### src/rtl/ctrl_fsm.sv
// Multi-cycle RV32I control sequencer over a shared single-port memory.
// Optional performance counters are enabled with the CTRL_PERF_EN macro.
module ctrl_fsm (
  input  logic        clk,
  input  logic        rst_n,
  input  logic [31:0] instr,
  input  logic        mem_rdy,
  input  logic        br_taken,
  output logic        mem_req,
  output logic        mem_we,
  output logic        addr_sel,
  output logic        ir_we,
  output logic [2:0]  imm_sel,
  output logic        alu_a_sel,
  output logic        alu_b_sel,
  output logic        reg_we,
  output logic [1:0]  wb_sel,
  output logic        pc_we,
  output logic [1:0]  pc_sel,
  output logic        retire,
  output logic        trap
`ifdef CTRL_PERF_EN
  ,
  output logic [31:0] cycle_cnt,
  output logic [31:0] instret_cnt
`endif
);

  localparam logic [2:0] S_RST    = 3'd0;
  localparam logic [2:0] S_FETCH  = 3'd1;
  localparam logic [2:0] S_DECODE = 3'd2;
  localparam logic [2:0] S_EXEC   = 3'd3;
  localparam logic [2:0] S_MEM    = 3'd4;
  localparam logic [2:0] S_WB     = 3'd5;
  localparam logic [2:0] S_TRAP   = 3'd6;

  localparam logic [2:0] IMM_NONE = 3'd0;
  localparam logic [2:0] IMM_I    = 3'd1;
  localparam logic [2:0] IMM_S    = 3'd2;
  localparam logic [2:0] IMM_B    = 3'd3;
  localparam logic [2:0] IMM_U    = 3'd4;
  localparam logic [2:0] IMM_J    = 3'd5;

  localparam logic [1:0] WB_ALU = 2'd0;
  localparam logic [1:0] WB_MEM = 2'd1;
  localparam logic [1:0] WB_PC4 = 2'd2;

  localparam logic [1:0] PC_PLUS4 = 2'd0;
  localparam logic [1:0] PC_IMM   = 2'd1;
  localparam logic [1:0] PC_ALU   = 2'd2;

  // Legal opcode table; the index constants name each entry.
  localparam int NOPC     = 9;
  localparam int IX_OPIMM = 0;
  localparam int IX_LOAD  = 1;
  localparam int IX_JALR  = 2;
  localparam int IX_STORE = 3;
  localparam int IX_BR    = 4;
  localparam int IX_LUI   = 5;
  localparam int IX_AUIPC = 6;
  localparam int IX_JAL   = 7;
  localparam int IX_OP    = 8;

  localparam logic [NOPC-1:0][6:0] OPC_LIST = {
    7'b0110011,  // OP
    7'b1101111,  // JAL
    7'b0010111,  // AUIPC
    7'b0110111,  // LUI
    7'b1100011,  // BRANCH
    7'b0100011,  // STORE
    7'b1100111,  // JALR
    7'b0000011,  // LOAD
    7'b0010011   // OP-IMM
  };

  logic [2:0]      state_reg, state_next;
  logic [6:0]      opcode;
  logic [NOPC-1:0] opc_hit;
  logic            opc_legal;
  logic [2:0]      imm_dec;
  logic            is_load, is_store, is_br, is_jal, is_jalr, is_auipc, is_op;
  logic            unused_instr;

  assign opcode       = instr[6:0];
  assign unused_instr = ^instr[31:7];

  generate
    for (genvar gi = 0; gi < NOPC; gi++) begin : g_opc
      assign opc_hit[gi] = (opcode == OPC_LIST[gi]);
    end
  endgenerate

  assign opc_legal = |opc_hit;
  assign is_load   = opc_hit[IX_LOAD];
  assign is_store  = opc_hit[IX_STORE];
  assign is_br     = opc_hit[IX_BR];
  assign is_jal    = opc_hit[IX_JAL];
  assign is_jalr   = opc_hit[IX_JALR];
  assign is_auipc  = opc_hit[IX_AUIPC];
  assign is_op     = opc_hit[IX_OP];

  always_comb begin
    imm_dec = IMM_NONE;
    if (opc_hit[IX_OPIMM] || is_load || is_jalr) imm_dec = IMM_I;
    else if (is_store)                           imm_dec = IMM_S;
    else if (is_br)                              imm_dec = IMM_B;
    else if (opc_hit[IX_LUI] || is_auipc)        imm_dec = IMM_U;
    else if (is_jal)                             imm_dec = IMM_J;
  end

  always_ff @(posedge clk or negedge rst_n) begin
    if (!rst_n) state_reg <= S_RST;
    else        state_reg <= state_next;
  end

  // Outputs are purely combinational so the async reset clears them at once.
  always_comb begin
    state_next = state_reg;
    mem_req    = 1'b0;
    mem_we     = 1'b0;
    addr_sel   = 1'b0;
    ir_we      = 1'b0;
    imm_sel    = IMM_NONE;
    alu_a_sel  = 1'b0;
    alu_b_sel  = 1'b0;
    reg_we     = 1'b0;
    wb_sel     = WB_ALU;
    pc_we      = 1'b0;
    pc_sel     = PC_PLUS4;
    retire     = 1'b0;
    trap       = 1'b0;
    case (state_reg)
      S_RST: state_next = S_FETCH;
      S_FETCH: begin
        mem_req = 1'b1;
        if (mem_rdy) begin
          ir_we      = 1'b1;
          state_next = S_DECODE;
        end
      end
      S_DECODE: begin
        imm_sel    = imm_dec;
        state_next = opc_legal ? S_EXEC : S_TRAP;
      end
      S_EXEC: begin
        imm_sel   = imm_dec;
        alu_b_sel = !(is_op || is_br);
        alu_a_sel = is_auipc;
        if (is_load || is_store) begin
          state_next = S_MEM;
        end else if (is_br) begin
          pc_we      = 1'b1;
          pc_sel     = br_taken ? PC_IMM : PC_PLUS4;
          retire     = 1'b1;
          state_next = S_FETCH;
        end else begin
          state_next = S_WB;
        end
      end
      S_MEM: begin
        mem_req  = 1'b1;
        addr_sel = 1'b1;
        mem_we   = is_store;
        if (mem_rdy) begin
          if (is_store) begin
            pc_we      = 1'b1;
            retire     = 1'b1;
            state_next = S_FETCH;
          end else begin
            state_next = S_WB;
          end
        end
      end
      S_WB: begin
        reg_we     = 1'b1;
        pc_we      = 1'b1;
        retire     = 1'b1;
        wb_sel     = is_load ? WB_MEM : ((is_jal || is_jalr) ? WB_PC4 : WB_ALU);
        pc_sel     = is_jal ? PC_IMM : (is_jalr ? PC_ALU : PC_PLUS4);
        state_next = S_FETCH;
      end
      S_TRAP: trap = 1'b1;
      default: state_next = S_RST;
    endcase
  end

`ifdef CTRL_PERF_EN
  logic [31:0] cycle_cnt_reg, instret_cnt_reg;

  always_ff @(posedge clk or negedge rst_n) begin
    if (!rst_n) begin
      cycle_cnt_reg   <= 32'd0;
      instret_cnt_reg <= 32'd0;
    end else begin
      if (state_reg != S_RST && state_reg != S_TRAP)
        cycle_cnt_reg <= cycle_cnt_reg + 32'd1;
      if (retire)
        instret_cnt_reg <= instret_cnt_reg + 32'd1;
    end
  end

  assign cycle_cnt   = cycle_cnt_reg;
  assign instret_cnt = instret_cnt_reg;
`endif

endmodule

### config.mk
export PLATFORM = sky130hd
export DESIGN_NAME = ctrl_fsm
export DESIGN_NICKNAME = d
export VERILOG_FILES = /design/src/rtl/ctrl_fsm.sv
export SDC_FILE = /design/constraint.sdc
export NUM_CORES = 1
export LEC_CHECK = 0
export BUFFER_PORTS_ARGS = -buffer_cell sky130_fd_sc_hd__buf_2
export CAP_MARGIN = 20
export CORE_UTILIZATION = 30
export DETAILED_ROUTE_END_ITERATION = 10
export GPL_ROUTABILITY_DRIVEN = 0
export PLACE_DENSITY = 0.72
export SKIP_CTS_REPAIR_TIMING = 1
export SYNTH_ARGS = -nofsm -noshare
export SYNTH_HDL_FRONTEND = slang
export SYNTH_SLANG_ARGS = --single-unit
### constraint.sdc
create_clock -name clk -period 1.5 [get_ports clk]
set_clock_uncertainty 0.15 [all_clocks]
set_input_delay 0.075 -clock clk [delete_from_list [all_inputs] [get_ports clk]]
set_output_delay 0.075 -clock clk [all_outputs]
set_load 0.05 [all_outputs]
* After elaboration in Yosys (flattened, before gate mapping) *
Index checks and enable logic that the tools add are counted.

cells by class
  equality and inequality tests = 17
  multiplexer cells = 36
  bitwise gates (word level) = 1
  reductions and logical operators = 13

operators with widths
  cell                number
  $mux 3              12
  $eq 7x6->1 const B  3
  $eq 7x7->1 const B  3
  $pmux 3 s6          1
  $mux 1              16
  $eq 7x5->1 const B  2
  $mux 2              5
  $eq 3x3->1 const B  3
  $reduce_or 9->1     1
  $eq 7x2->1 const B  1
  $eq 3x2->1 const B  2
  $logic_or 1x1->1    6
  $reduce_or 2->1     3
  $ne 2x2->1 const B  2
  $pmux 2 s2          1
  $eq 3x1->1 const B  1
  $logic_not 3->1     1
  $pmux 1 s3          1
  $reduce_and 3->1    1
  $logic_not 1->1     1
  $not 1->1           1

storage, ports and cells
  bits in registers = 3
  logic and storage cells = 68

* Longest topological paths before layout *
  depth in word-level cells = 7
  depth in mapped cells = 6

* Worst setup path before layout *
No wires, ideal clock.

  path type = register to output
  start point = register state_reg[1]
  end point = output pc_sel[0]
  stages on the path, launching flop included = 7
  setup slack = -0.953 ns
  buffers on the path = 2
  data arrival time = 2.228 ns
  path through = dfrtp_1 -> buf_2 -> nor2b_1 -> and2_1 -> buf_4 -> a32oi_1 -> nor3b_1

between the ends
  word-level cells in the longest chain between the ends = 2
  elaborated cells between the ends (all ways) = 3
  classes of those cells = eq/ne (2); mux (1)

RTL lines
  element                                   RTL line  source
  start: declaration                        76        logic [2:0] state_reg, state_next;
  start signal: assignment                  113       else state_reg <= state_next;
  $eq 3x3->1 or $eq 3x2->1 (tied branches)  132       case (state_reg)
  $pmux 2 s2 *                              132
  end: declaration                          19        output logic [1:0] pc_sel,

Every way passes the cells marked *; elsewhere a longest branch is shown, timed or not.

* Worst setup path in the final report *
  start point = register state_reg[2]
  end point = output pc_sel[0]

Same word-level chain as after synthesis.

==> flow_summary_export.csv <==
group,metric,value,unit
outcome,outcome,"finished, violations left",
outcome,violations,"negative setup slack",
timing,worst_pin_slew,303,ps
power_and_ir_drop,p_clk_share,8.9,%
clock_network,clock-sinks,3,
finish,instances_no_fill,126,
clock_network,clk_path_buf_depth,2,
die,rows,14,
power_and_ir_drop,power.total,1520,uW
power_and_ir_drop,power.share.switching,52.9,%
grt,grt_pass1_wl,2570,um
timing,drv_slew,0,
clock_network,cts_buffers,3,
finish,fin_nets,147,
yosys,netlist_area,526,um2
timing,slew_headroom,79.8,%
placed_design,dpl.cell_count,121,
setup_path,r2r_cells,5,
timing,fmax,549,MHz
routing,routed_wl,1840,um
clock_network,cts_tree,"done",
yosys,ys_seq_elements,3,
routing,ant_nets,0,
routing,via_per_inst,5.33,
finish,largest_register_ffs,3,
routing,drt-initial-drc-count,11,
die,start_util,33.3,%
die,ios,53,
timing,finalSetupTns,-2250,ps
die,core,1580,um2
power_and_ir_drop,irDropWorstVdd,0.00140,V
routing,route.detailed.drc,0,
die,die_h,43.9,um
grt,grt_pass1_vias,640,
yosys,syn-instance-count,67,
placed_design,io_buffers,27,
yosys,avgSynthCellArea,7.84,um2
timing,fin_crit_sh,122,%
yosys,ys_warn_count,0,
clock_network,cts_max_level,1,
finish,final-seq-area,75.1,um2
setup_path,crit_path_end_kind,"primary output",
timing,rsz0062_at_grt,"yes",
power_and_ir_drop,p_comb_share,80.5,%
setup_path,path_max_fanout,3,
routing,wl_per_cell,14.6,um
setup_path,critPathKind,"flip-flop to primary output",
finish,multi_input_comb_area,547,um2
finish,drive_gt1_share,70.0,%
finish,n_fill_cell,125,
finish,synthToLayoutAreaGrowth,99.3,%
setup_path,cp-start-kind,"flip-flop",
finish,antenna_cells,0,
timing,fin_ws,-323,ps
yosys,synth_top_area_share,14.3,%
die,die_area,1920,um2
job,cap_violations,0,
grt,grt_max_degree,9,
timing,finalHoldViolCount,0,
yosys,synthDistinctLibCells,37,
grt,antenna_found_initial,0,
power_and_ir_drop,p_seq_share,10.6,%
placed_design,dp_hpwl,1320,um
clock_network,clk_pin_slew_worst_paths,40,ps
timing,setup_violations,14,
timing,fin_crit,1820,ps
setup_path,cp.required,1270,ps
yosys,synth_nets,103,
placed_design,pre_cts_slack,-164,ps
power_and_ir_drop,cellPowerDensity,1450,nW/um2
clock_network,root_buffer,"clkbuf_4",
setup_path,crit_arrival,1600,ps
clock_network,worstSkewPairLatency,230,ps
min_path,holdCritPathClass,"input port to asynchronous set/reset pin",
routing,firstDrtPassIters,6,
routing,via_count,672,
die,die_w,43.9,um
yosys,netlist_top_cells_area,"dfrtp_1, nor2_1, a2111oi_4",
yosys,yosysSeqAreaShare,14.3,%
power_and_ir_drop,p_leak,0.000469,uW
power_and_ir_drop,internal-power,717,uW
grt,grt_usage,17.6,%
yosys,synth_area_leader_cell,"dfrtp_1",
grt,grt_remaining_overflow,0,
power_and_ir_drop,p_switching,806,uW
## placed cells by master, fill, tap and decap left out, drive strengths merged
cell         count
a2111oi          2
a211oi           1
a21boi           1
a21oi            3
a311o            1
a31o             1
a31oi            1
a32oi            1
and2             2
and2b            1
and4b            1
and4bb           1
buf             43
clkbuf           5
dfrtp            3
dlygate4sd3      1
inv              2
nand2            6
nand2b           4
nand3            2
nand3b           1
nor2             9
nor2b            2
nor3             5
nor3b            3
nor4             3
o21a             1
o21ai            1
o22ai            2
xor2             1
## worst paths after layout
kind                                     end          from  slack (ps)
min in group clk                state_reg[1]       mem_rdy          70
worst max register to register  state_reg[0]  state_reg[1]         130
worst min-delay path            state_reg[1]         rst_n          20
worst min register to register  state_reg[0]  state_reg[0]         530
worst max-delay path               pc_sel[0]  state_reg[2]        -320
max in group asynchronous       state_reg[0]         rst_n        1080
## area by class of cell
cell class,count,share of cell area [%]
multi-input cells,56,52.2
repair buffers,45,35.5
flip-flops and latches,3,7.17
clock buffers,4,2.51
well taps,16,1.91
inverters,2,0.717
## cells by family (layout without fill, tap and decap cells)
group,Yosys count,count (layout),synth area share (%)
AO/OA/AOI/OAI,15,15,26.0
XOR/XNOR,1,1,1.67
buffers and inverters,8,51,9.76
flip-flops,3,3,14.3
AND/OR/NAND/NOR,40,40,48.3
## metrics by stage
stage	area [um2]	util [%]	hold slack, ps
6_report	1050	66.4	17.0
2_1_floorplan	634	-	-371
4_1_cts	890	56.4	-517
3_5_place_dp	863	54.8	-280
3_3_place_gp	863	54.8	-280
5_1_grt	1050	66.4	24.8
## power by group through the flow
stage / combinational [uW] / clock (uW) / sequential, uW
2_1_floorplan: 750 / 0 / 137
3_3_place_gp: 999 / 0 / 146
3_5_place_dp: 1000 / 0 / 156
4_1_cts: 1010 / 137 / 155
5_1_grt: 1290 / 150 / 163
6_report: 1220 / 135 / 162
## layer usage
layer	track usage, %	part of all wire, %	routed length [um]
met1	21.7	40	742
met2	31.0	56	1030
met3	1.67	3.9	72
met4	7.27	0	0
met5	0	0	0
## cell usage after synthesis (all sizes together)
master and count:
a2111oi 2, a211oi 1, a21boi 1, a21oi 3, a311o 1, a31o 1
a31oi 1, a32oi 1, and2 2, and2b 1, and4b 1, and4bb 1
buf 6, dfrtp 3, inv 2, nand2 6, nand2b 4, nand3 2
nand3b 1, nor2 9, nor2b 2, nor3 5, nor3b 3, nor4 3
o21a 1, o21ai 1, o22ai 2, xor2 1
## critical path, cell delays in order, from the launching register on
cell and delay, ps:
dfrtp_1 380, nand3b_1 200, nor4_2 280, a32oi_2 110, nor3b_4 210, buf_6 180
(Power assumes the default switching activity.)
